$ cat config.mk
export PLATFORM = sky130hd
export DESIGN_NAME = gray2rgb_colormap
export DESIGN_NICKNAME = d
export VERILOG_FILES = /design/src/rtl/gray2rgb_pkg.sv /design/src/rtl/gray2rgb_map.sv /design/src/rtl/gray2rgb_colormap.sv
export SDC_FILE = /design/constraint.sdc
export NUM_CORES = 1
export LEC_CHECK = 0
export ABC_CLOCK_PERIOD_IN_PS = 2450
export CORE_MARGIN = 5
export CORE_UTILIZATION = 35
export DETAILED_ROUTE_END_ITERATION = 16
export PLACE_DENSITY = 0.65
export SLEW_MARGIN = 20
export SYNTH_ARGS = -nofsm -noshare
export SYNTH_HDL_FRONTEND = slang
export SYNTH_SLANG_ARGS = --single-unit
export TNS_END_PERCENT = 5
$ cat constraint.sdc
create_clock -name clk -period 2.45 [get_ports clk]
set_clock_uncertainty 0.1 [all_clocks]
set_input_delay 0.3675 -clock clk [delete_from_list [all_inputs] [get_ports clk]]
set_output_delay 0.3675 -clock clk [all_outputs]
set_load 0.05 [all_outputs]
$ cat src/rtl/gray2rgb_pkg.sv
// Shared types and helpers for the grayscale-to-RGB colormap block.
package gray2rgb_pkg;

  localparam int unsigned PIX_W = 8;

  // Mapping select; encoding matches the i_mode port.
  typedef enum logic [1:0] {
    MODE_GRAY = 2'd0,
    MODE_INV  = 2'd1,
    MODE_JET  = 2'd2,
    MODE_HEAT = 2'd3
  } cmap_mode_t;

  // Jet segments, selected by gray[7:6]; each segment ramps one channel.
  localparam logic [1:0] JET_SEG_RISE_G = 2'd0;  // (0, f4, 255)
  localparam logic [1:0] JET_SEG_FALL_B = 2'd1;  // (0, 255, 255-f4)
  localparam logic [1:0] JET_SEG_RISE_R = 2'd2;  // (f4, 255, 0)
  localparam logic [1:0] JET_SEG_FALL_G = 2'd3;  // (255, 255-f4, 0)

  localparam logic [PIX_W-1:0] PIX_MAX = 8'hFF;

  // 8-bit add or subtract through a 9-bit intermediate, clamped to 0..255.
  function automatic logic [PIX_W-1:0] sat_addsub8(input logic [PIX_W-1:0] a,
                                                   input logic [PIX_W-1:0] b,
                                                   input logic             sub);
    logic [PIX_W:0]   t;
    logic [PIX_W-1:0] res;
    if (sub) begin
      t   = {1'b0, a} - {1'b0, b};
      res = t[PIX_W] ? '0 : t[PIX_W-1:0];
    end else begin
      t   = {1'b0, a} + {1'b0, b};
      res = t[PIX_W] ? PIX_MAX : t[PIX_W-1:0];
    end
    return res;
  endfunction

endpackage

$ cat src/rtl/gray2rgb_map.sv
// Combinational colormap: one 8-bit gray value to 24-bit RGB.
// Ports: gray  - input pixel value
//        mode  - mapping select
//        red_c, green_c, blue_c - mapped channels (combinational)
module gray2rgb_map
  import gray2rgb_pkg::*;
(
  input  logic [PIX_W-1:0] gray,
  input  cmap_mode_t       mode,
  output logic [PIX_W-1:0] red_c,
  output logic [PIX_W-1:0] green_c,
  output logic [PIX_W-1:0] blue_c
);

  logic [1:0]       seg_c;
  logic [PIX_W-1:0] f4_c;
  logic [PIX_W-1:0] f4_inv_c;
  logic [PIX_W-1:0] hot_c;

  // Channel selection per mapping.
  always_comb begin
    red_c    = '0;
    green_c  = '0;
    blue_c   = '0;
    seg_c    = gray[7:6];
    f4_c     = {gray[5:0], 2'b00};
    f4_inv_c = sat_addsub8(PIX_MAX, f4_c, 1'b1);
    // Heat green: excess above mid-scale, doubled; zero below 128.
    hot_c    = sat_addsub8(gray, 8'd128, 1'b1);
    case (mode)
      MODE_GRAY: begin
        red_c   = gray;
        green_c = gray;
        blue_c  = gray;
      end
      MODE_INV: begin
        red_c   = sat_addsub8(PIX_MAX, gray, 1'b1);
        green_c = sat_addsub8(PIX_MAX, gray, 1'b1);
        blue_c  = sat_addsub8(PIX_MAX, gray, 1'b1);
      end
      MODE_JET: begin
        case (seg_c)
          JET_SEG_RISE_G: begin red_c = '0;      green_c = f4_c;     blue_c = PIX_MAX;  end
          JET_SEG_FALL_B: begin red_c = '0;      green_c = PIX_MAX;  blue_c = f4_inv_c; end
          JET_SEG_RISE_R: begin red_c = f4_c;    green_c = PIX_MAX;  blue_c = '0;       end
          default:        begin red_c = PIX_MAX; green_c = f4_inv_c; blue_c = '0;       end
        endcase
      end
      default: begin
        red_c   = sat_addsub8(gray, gray, 1'b0);
        green_c = sat_addsub8(hot_c, hot_c, 1'b0);
        blue_c  = '0;
      end
    endcase
  end

endmodule

$ cat src/rtl/gray2rgb_colormap.sv
// Expands an 8-bit gray/disparity stream to RGB with selectable colormap,
// tracks active-area position and flags line/frame end. Latency 2 cycles.
// Ports: clk, rst (sync, active-high)
//        i_clr        - clear x/y position counters
//        i_mode       - mapping select, latched at frame start (0,0)
//        i_DVAL/i_gray - input pixel stream
//        o_DVAL, o_Red/o_Green/o_Blue - mapped pixel, zero when invalid
//        o_line_end/o_frame_end - last pixel of line / of frame
module gray2rgb_colormap
  import gray2rgb_pkg::*;
#(
  parameter int unsigned H_ACTIVE = 640,
  parameter int unsigned V_ACTIVE = 480
) (
  input  logic             clk,
  input  logic             rst,
  input  logic             i_clr,
  input  logic [1:0]       i_mode,
  input  logic             i_DVAL,
  input  logic [PIX_W-1:0] i_gray,
  output logic             o_DVAL,
  output logic [PIX_W-1:0] o_Red,
  output logic [PIX_W-1:0] o_Green,
  output logic [PIX_W-1:0] o_Blue,
  output logic             o_line_end,
  output logic             o_frame_end
);

  localparam int unsigned XW = (H_ACTIVE > 1) ? $clog2(H_ACTIVE) : 1;
  localparam int unsigned YW = (V_ACTIVE > 1) ? $clog2(V_ACTIVE) : 1;

  logic [XW-1:0]    x_q, pos_x_c, x_next_c;
  logic [YW-1:0]    y_q, pos_y_c, y_next_c;
  logic             at_origin_c, line_last_c, frame_last_c;
  cmap_mode_t       mode_r, mode_eff_c;

  logic             s1_valid, s1_line_end, s1_frame_end;
  logic [PIX_W-1:0] s1_gray;
  cmap_mode_t       s1_mode;
  logic [PIX_W-1:0] red_c, green_c, blue_c;

  // Position of the current pixel (clear makes it the origin) and next counters.
  always_comb begin
    pos_x_c      = i_clr ? '0 : x_q;
    pos_y_c      = i_clr ? '0 : y_q;
    at_origin_c  = (pos_x_c == '0) && (pos_y_c == '0);
    line_last_c  = (pos_x_c == XW'(H_ACTIVE - 1));
    frame_last_c = line_last_c && (pos_y_c == YW'(V_ACTIVE - 1));
    x_next_c     = pos_x_c;
    y_next_c     = pos_y_c;
    if (i_DVAL) begin
      if (line_last_c) begin
        x_next_c = '0;
        y_next_c = frame_last_c ? '0 : pos_y_c + YW'(1);
      end else begin
        x_next_c = pos_x_c + XW'(1);
      end
    end
    // A valid origin pixel takes the new mode immediately.
    mode_eff_c = (i_DVAL && at_origin_c) ? cmap_mode_t'(i_mode) : mode_r;
  end

  // Position counters and frame-latched mode.
  always_ff @(posedge clk) begin
    if (rst) begin
      x_q    <= '0;
      y_q    <= '0;
      mode_r <= MODE_GRAY;
    end else begin
      x_q    <= x_next_c;
      y_q    <= y_next_c;
      mode_r <= mode_eff_c;
    end
  end

  // Stage 1: pixel, valid, position flags, effective mode.
  always_ff @(posedge clk) begin
    if (rst) begin
      s1_valid     <= 1'b0;
      s1_gray      <= '0;
      s1_line_end  <= 1'b0;
      s1_frame_end <= 1'b0;
      s1_mode      <= MODE_GRAY;
    end else begin
      s1_valid     <= i_DVAL;
      s1_gray      <= i_gray;
      s1_line_end  <= i_DVAL && line_last_c;
      s1_frame_end <= i_DVAL && frame_last_c;
      s1_mode      <= mode_eff_c;
    end
  end

  gray2rgb_map u_map (
    .gray    (s1_gray),
    .mode    (s1_mode),
    .red_c   (red_c),
    .green_c (green_c),
    .blue_c  (blue_c)
  );

  // Stage 2: mapped RGB and flags, blanked to zero on invalid cycles.
  always_ff @(posedge clk) begin
    if (rst) begin
      o_DVAL      <= 1'b0;
      o_Red       <= '0;
      o_Green     <= '0;
      o_Blue      <= '0;
      o_line_end  <= 1'b0;
      o_frame_end <= 1'b0;
    end else begin
      o_DVAL      <= s1_valid;
      o_Red       <= s1_valid ? red_c   : '0;
      o_Green     <= s1_valid ? green_c : '0;
      o_Blue      <= s1_valid ? blue_c  : '0;
      o_line_end  <= s1_valid && s1_line_end;
      o_frame_end <= s1_valid && s1_frame_end;
    end
  end

endmodule

Word level (Yosys, flattened, before mapping)
Cells that the tools add are included.

cells by class
  add/sub/neg operators = 7
  equality and inequality tests = 6
  multiplexer cells = 18
  bitwise logic cells = 1
  reductions and logical operators = 14

operators with widths
  cell                                                                   count
  8-bit one-hot mux with 3 select lines                                  3
  8-bit one-hot mux with 2 select lines                                  3
  8-bit 2-to-1 mux                                                       5
  9-bit 2-to-1 mux                                                       4
  10-bit 2-to-1 mux                                                      3
  8-bit by 8-bit adder with 9-bit output                                 2
  8-bit by 8-bit subtractor with 9-bit output, first input constant      2
  10-bit by 1-bit adder with 10-bit output, second input constant        1
  10-bit equality test, second input constant                            1
  10-bit logical NOT                                                     1
  9-bit by 1-bit adder with 9-bit output, second input constant          1
  9-bit equality test, second input constant                             1
  9-bit logical NOT                                                      1
  8-bit by 8-bit subtractor with 9-bit output, second input constant     1
  1-bit logical AND                                                      7
  2-bit OR reduction                                                     3
  2-bit by 1-bit equality test with 1-bit output, second input constant  2
  2-bit equality test, second input constant                             2
  2-bit logical NOT                                                      2
  1-bit inverter                                                         1

storage, ports and cells
  register bits after elaboration = 59
  bits of input ports = 14
  output and inout bits = 27
  word-level logic and storage cells = 59

Depth between registers and ports, before layout
Gate-level depths: netlist of the first run.

  word-level depth = 6
  mapped depth = 9
  gate-level depth less buffers = 7

By module
Synthesis of the first run repeated with hierarchy kept, for this count alone.

unflattened totals
  cells, all modules = 346
  area, all modules = 3001.6 µm²

modules (own cells, without submodules)
  module             instances  cells an instance  area an instance (µm²)  sequential area each (µm²)
  gray2rgb_colormap  1          222                2237.1                  1181.1
  gray2rgb_map       1          124                764.5                   0.0

Least setup slack after synthesis of the first run
Ideal clock, no wire load.

  path type = input-to-reg
  start point = input i_clr
  end point = register y_q[3]
  setup time = 0.070 ns
  data arrival time = 2.209 ns
  required time = 2.280 ns
  slack = 0.071 ns
  stages = 8
  path buffers = 2
  cell sequence = clkbuf_1 > clkbuf_1 > nor2b_1 > ha_1 > nand2_1 > or4_4 > or3_1 > a21oi_1

between the ends
  longest elaborated chain between the ends = 6
  elaborated cells on any way between the ends = 9
  classes of those cells = add/sub: 1; eq/ne: 2; mux: 5; reduce/logical: 1

ends and longest elaborated chain
  element                                                                                         RTL line                 text
  from (decl)                                                                                     gray2rgb_colormap.sv:17  input logic i_clr,
  parallel branches: the longest is 5 deep, another holds 9-bit by 1-bit adder with 9-bit output  --
  9-bit 2-to-1 mux (*)                                                                            gray2rgb_colormap.sv:51  if (i_DVAL) begin
  to (signal assigned)                                                                            gray2rgb_colormap.sv:71  y_q <= y_next_c;
  to (decl)                                                                                       gray2rgb_colormap.sv:33  logic [YW-1:0] y_q, pos_y_c, y_next_c;

Every way passes the cells marked *.
A chain may end at the register's enable or synchronous reset.

Worst setup path after layout of the first run
  start point = register y_q[1]
  end point = register y_q[8]

between the ends
  longest elaborated chain between the ends = 6
  elaborated cells on any way between the ends = 7
  classes of those cells = add/sub: 1; eq/ne: 1; mux: 4; reduce/logical: 1

ends and longest elaborated chain
  element                                                                                         RTL line                 text
  9-bit 2-to-1 mux (*)                                                                            gray2rgb_colormap.sv:45  pos_y_c = i_clr ? '0 : y_q;
  parallel branches: the longest is 2 deep, another holds 9-bit by 1-bit adder with 9-bit output  --
  9-bit 2-to-1 mux (*)                                                                            gray2rgb_colormap.sv:54  y_next_c = frame_last_c ? '0 : pos_y_c + YW'(1);
  9-bit 2-to-1 mux (*)                                                                            gray2rgb_colormap.sv:52  if (line_last_c) begin
  9-bit 2-to-1 mux (*)                                                                            gray2rgb_colormap.sv:51

Marked as above.

==> results.sh, run 1 <==
export IMPL_status="finished, final reports clean"
export IMPL_yosysTopAreaCell="dfxtp_1"
export IMPL_syn_to_final_growth_pct=27.3
export IMPL_relSlewSlack=0.550
export IMPL_clock_path_buffers=2
export IMPL_clock_fmax_ghz=0.474
export IMPL_p_leak_nw=1.42
export IMPL_required_ps=2590
export IMPL_hold_violations=0
export IMPL_cap_violations=0
export IMPL_finalCoreUtilization=0.459
export IMPL_final_cell_mix="dfxtp_1, clkdlybuf4s50_1, nor2_1"
export IMPL_pwr_density_cell_nw_per_um2=556
export IMPL_die_h_microns=102
export IMPL_clk_latency_ps=340
export IMPL_ioPinCount=41
export IMPL_layout_commonest_cell="dfxtp_1"
export IMPL_vias=2705
export IMPL_grt_usage=0.148
export IMPL_wl_mm=7.26
export IMPL_dieArea_sq_um=10400
export IMPL_dp_slack_ps=-259
export IMPL_drive_gt1_frac=0.126
export IMPL_wl_per_cell_microns=14.0
export IMPL_yosys_area_share_simple=0.276
export IMPL_grt_pass1_vias=2515
export IMPL_drv_slew=0
export IMPL_p_comb_frac=0.150
export IMPL_grt_first_pass_wirelength_mm=12.1
export IMPL_diodes=0
export IMPL_antenna_left=0
export IMPL_crit_fanout=5
export IMPL_viasPerCell=5.23
export IMPL_coreArea_sq_um=8260
export IMPL_ir_drop_mv=0.210
export IMPL_synth_top_family_by_area="simple AND/OR/NAND/NOR gates"
export IMPL_cp_arrival_ps=2250
export IMPL_min_path_type="in2reg"
export IMPL_fin_crit_sh=0.861
export IMPL_rsz0062_at_grt="no"
export IMPL_clk_pin_slew_ps=70
export IMPL_cts_setup_buffers=0
export IMPL_finalSetupViolations=0
export IMPL_numPortBuffers=40
export IMPL_yosysSeqAreaShare=0.397
export IMPL_grt_max_degree=36
export IMPL_synth_edff_count=0
export IMPL_die_x_microns=102
export IMPL_fill_cells=812
export IMPL_worst_slack_ps=341
export IMPL_root_buffer="clkbuf_8"
export IMPL_synth_net_count=377
export IMPL_internal_power_w=0.00154
export IMPL_yosysWarnings=0
export IMPL_fp_row_count=33
export IMPL_syn_avg_cell_area_sq_um=8.41
export IMPL_synth_adder_area_share=0.0378
export IMPL_async_reset_ff_frac=0
export IMPL_cp_start_kind="register"
export IMPL_htree_levels=3
export IMPL_muxShareOfSynthArea=0.0135
export IMPL_cp_end_kind="register"
export IMPL_finalNetCount=430
export IMPL_synth_flop_cell="dfxtp_1"
export IMPL_cts_made_buffers=9
export IMPL_synth_compound_area_share=0.187
export IMPL_syn_inst=354
export IMPL_pwr_share_seq=0.479
export IMPL_synth_seq_cells=59
export IMPL_route_detailed_drc=0
export IMPL_synth_area_sq_um=2980
export IMPL_antenna_found_initial=0
export IMPL_whs_ps=327
export IMPL_gp_congestion=0.894
export IMPL_ys_types=48
export IMPL_dp_hpwl_mm=5.40
export IMPL_setup_tns_final_ps=0
export IMPL_yosys_area_share_xor_xnor=0.0412
export IMPL_start_util=0.360
export IMPL_synth_top_area_frac=0.397
export IMPL_tightest_slew_ps=674
export IMPL_criticalPathCategory="reg2reg"
export IMPL_ys_top_cells_by_area="dfxtp_1, a21oi_1, nor2_1, nor2b_1, nand2b_1"
export IMPL_tritoncts="done"
export IMPL_first_pass_iters=5
export IMPL_grt_overflow=0
export IMPL_swShare=0.269
export IMPL_switching_power_w=0.000566
export IMPL_period_needed_ps=2110
export IMPL_cts_sinks=59
export IMPL_p_total_w=0.00211
export IMPL_p_clk_frac=0.371
export IMPL_initialDrtViolationCount=167
[per-layer routing]
metal	up-vias	global-route usage	wire, microns
li1	1356	-	-
met1	1249	0.181	3210
met2	88	0.238	3530
met3	12	0.0451	416
met4	0	0.0716	101
met5	-	0	0
[logic make-up after synthesis]
family / after synthesis
flip-flops: 59
AO/OA/AOI/OAI: 85
XOR/XNOR: 14
buffers and inverters: 37
adder cells (fa/ha/maj): 9
AND/OR/NAND/NOR: 146
multiplexers: 4
[synthesized netlist by cell type (4+ instances only)]
| library cell | number |
|---|---|
| buf_1 | 4 |
| and3_1 | 7 |
| a21oi_1 | 29 |
| o211ai_1 | 5 |
| nand2_1 | 16 |
| mux2i_1 | 4 |
| nor4_1 | 8 |
| a21o_1 | 4 |
| ha_1 | 9 |
| or3_1 | 4 |
| nor2_1 | 35 |
| inv_1 | 12 |
| dfxtp_1 | 59 |
| o21ai_0 | 13 |
| nor2b_1 | 21 |
| clkbuf_1 | 19 |
| a221oi_1 | 4 |
| nor3_1 | 8 |
| xnor2_1 | 12 |
| nand4_1 | 6 |
| nand2b_1 | 20 |
| o221a_2 | 4 |
| a211oi_1 | 11 |
[final timing paths]
check / from / endpoint / slack [ps] / cells past startpoint
worst max register to register: y_q[1] / y_q[8] / 340 / 6
worst min register to register: s1_line_end / o_line_end / 330 / 1
worst min-delay path: i_clr / x_q[9] / 330 / 2
worst max-delay path: y_q[1] / y_q[8] / 340 / 6
[state kept, by name, summed over array words and instances, names as in the netlist]
signal / count
s1_frame_end: 1
s1_mode: 2
s1_line_end: 1
y_q: 9
o_Green: 8
o_line_end: 1
o_frame_end: 1
o_Red: 8
o_Blue: 8
s1_valid: 1
s1_gray: 8
o_DVAL: 1
x_q: 10
[repair_timing]
action / CTS / global route
setup endpoints to repair: 0 / 2
gates resized for setup: 0 / 2
hold buffers: 0 / 0
[layout make-up]
type / instances / area [sq um] / share of cell area
inverters: 13 / 48.8 / 0.0129
flip-flops and latches: 59 / 1180 / 0.312
well taps: 105 / 131 / 0.0347
repair buffers: 66 / 598 / 0.158
clock inverters: 2 / 10.0 / 0.00264
clock buffers: 14 / 163 / 0.0429
multi-input cells: 258 / 1660 / 0.437
[worst max-delay path, stage by stage, from the launching register on]
cell     delay, ps
dfxtp_1        360
nor2b_1        200
ha_1           210
or4bb_1        450
nor4_4         380
a21oi_1        120
o21a_1         190
[through the flow]
stage                     area, sq um  cells
after floorplan                  2980    354
after global placement           3610    501
after detailed placement         3610    501
after CTS                        3780    517
after global routing             3790    517
final                            3790    517
[power groups by stage]
| stage | registers [W] | logic [W] | clock network (W) |
|---|---|---|---|
| after floorplan | 0.00106 | 0.000183 | 0 |
| after global placement | 0.00103 | 0.000313 | 0 |
| after detailed placement | 0.00103 | 0.000315 | 0 |
| after CTS | 0.00101 | 0.000316 | 0.000815 |
| after global routing | 0.00101 | 0.000348 | 0.000862 |
| final | 0.00101 | 0.000316 | 0.000782 |
Power figures use the tool's default switching activity.
==> inputs of run 2 (changes only) <==
RECOVER_POWER = 25   (was default)
SKIP_LAST_GASP = 1   (was default)
==> results.sh, run 2 (synthesized netlist as in run 1, its figures left out) <==
export IMPL_worst_slack_ps=327
export IMPL_coreArea_sq_um=8260
export IMPL_grt_max_degree=36
export IMPL_worstReg2RegEnd="y_q[8]"
export IMPL_die_x_microns=102
export IMPL_route_detailed_drc=0
export IMPL_start_util=0.360
export IMPL_wl_mm=7.25
export IMPL_largestRegisters="x_q: 10 flops, y_q: 9 flops"
export IMPL_required_ps=2610
export IMPL_layout_commonest_cell="dfxtp_1"
export IMPL_cp_start_kind="input pin"
export IMPL_min_path_type="reg2reg"
export IMPL_startpoint="i_DVAL"
export IMPL_diodes=0
export IMPL_dp_slack_ps=-259
export IMPL_rrSetupSlack_ps=340
export IMPL_clock_fmax_ghz=0.471
export IMPL_wl_met2_mm=3.55
export IMPL_grt_first_pass_wirelength_mm=12.1
export IMPL_dp_hpwl_mm=5.40
export IMPL_crit_fanout=6
export IMPL_criticalPathCategory="in2reg"
export IMPL_gp_congestion=0.894
export IMPL_ir_drop_mv=0.206
export IMPL_antenna_left=0
export IMPL_pwr_density_cell_nw_per_um2=556
export IMPL_grt_pass1_vias=2515
export IMPL_initialDrtViolationCount=151
export IMPL_wl_per_cell_microns=14.0
export IMPL_fin_crit_sh=0.866
export IMPL_cap_violations=0
export IMPL_cp_end_kind="register"
export IMPL_hold_violations=0
export IMPL_cts_sinks=59
export IMPL_status="finished, final reports clean"
export IMPL_drv_slew=0
export IMPL_drive_gt1_frac=0.119
export IMPL_die_h_microns=102
export IMPL_largest_reg_flops=10
export IMPL_cts_resized=0
export IMPL_holdBufCountCts=0
export IMPL_reg2reg_from="y_q[1]"
export IMPL_antenna_found_initial=0
export IMPL_vias=2691
export IMPL_grt_usage=0.148
export IMPL_root_buffer="clkbuf_8"
export IMPL_final_cell_mix="dfxtp_1, clkdlybuf4s50_1, nor2_1"
export IMPL_whs_ps=328
export IMPL_cp_arrival_ps=2290
export IMPL_viasPerCell=5.21
export IMPL_regMostFlops="x_q"
export IMPL_slowest_stage="dlygate4sd3_1"
export IMPL_critPathCapture="y_q[3]"
export IMPL_grt_overflow=0
export IMPL_cts_made_buffers=9
export IMPL_relSlewSlack=0.528
export IMPL_rsz0062_at_grt="no"
export IMPL_rr_worst_depth=6
export IMPL_clk_pin_slew_ps=60
export IMPL_multi_input_area_sq_um=1660
export IMPL_p_leak_nw=1.41
export IMPL_finalNetCount=430
export IMPL_tritoncts="done"
export IMPL_numPortBuffers=40
export IMPL_clk_latency_ps=330
export IMPL_clock_path_buffers=2
export IMPL_syn_to_final_growth_pct=26.9
export IMPL_first_pass_iters=4
export IMPL_worstPathCellList="dlygate4sd3_1 > or3b_1 > or4_4 > or3_1 > a21oi_1"
export IMPL_fp_row_count=33
export IMPL_finalSetupViolations=0
export IMPL_dr_max_layer_used="met4"
export IMPL_slowest_delay_ps=610
export IMPL_ioPinCount=41
export IMPL_cts_setup_buffers=0
export IMPL_drt_met1_wl_mm=3.26
export IMPL_regArea_sq_um=1180
export IMPL_period_needed_ps=2120
export IMPL_wl_met3_microns=377
export IMPL_htree_levels=3
export IMPL_tightest_slew_ps=708
export IMPL_dieArea_sq_um=10400
export IMPL_fill_cells=813
run 2: cell types whose count changed in the layout (fill, tap and decap cells not counted), sizes merged:
cell and delta:
clkbuf +3, clkdlybuf4s50 -2, buf -3, dlygate4sd3 +2
run 2: layout make-up:
type | instances | area share
Tap cell | 105 | 0.0348
Sequential cell | 59 | 0.313
Multi-Input combinational cell | 258 | 0.439
Timing Repair Buffer | 66 | 0.155
Clock inverter | 2 | 0.00265
Inverter | 13 | 0.0129
Clock buffer | 14 | 0.0430
run 2: critical path: cells and delay by family:
kind	cells	cell delay [ps]
buffers and inverters	1	610
AO/OA/AOI/OAI	1	130
AND/OR/NAND/NOR	3	1170
run 2: power by group:
group	internal (W)	total [W]	switching [W]
Sequential	0.000984	0.00101	0.0000240
Combinational	0.000134	0.000315	0.000181
Clock	0.000420	0.000779	0.000359
Total	0.00154	0.00210	0.000563
run 2: per-layer routing:
layer | GRT usage | up-vias
met4 | 0.0716 | 0
li1 | - | 1356
met1 | 0.181 | 1261
met2 | 0.238 | 70
met5 | 0 | -
met3 | 0.0451 | 4
run 2: worst min-delay path by stage:
| stage | from | end | cells after the start |
|---|---|---|---|
| final | s1_frame_end | o_frame_end | 1 |
| after global routing | s1_frame_end | o_frame_end | 1 |
| after CTS | s1_line_end | o_line_end | 1 |
| after detailed placement | s1_line_end | o_line_end | 1 |
| after global placement | s1_line_end | o_line_end | 1 |
| after floorplan | s1_frame_end | o_frame_end | 1 |
run 2: metrics by stage:
step	instance area, sq um	cells	util	power (W)	setup TNS [ps]
4_1_cts	3780	517	0.458	0.00214	0
3_5_place_dp	3610	501	0.437	0.00134	-2910
2_1_floorplan	2980	354	-	0.00124	0
5_1_grt	3780	517	0.458	0.00222	0
3_3_place_gp	3610	501	0.437	0.00134	-2030
6_report	3780	517	0.458	0.00210	0
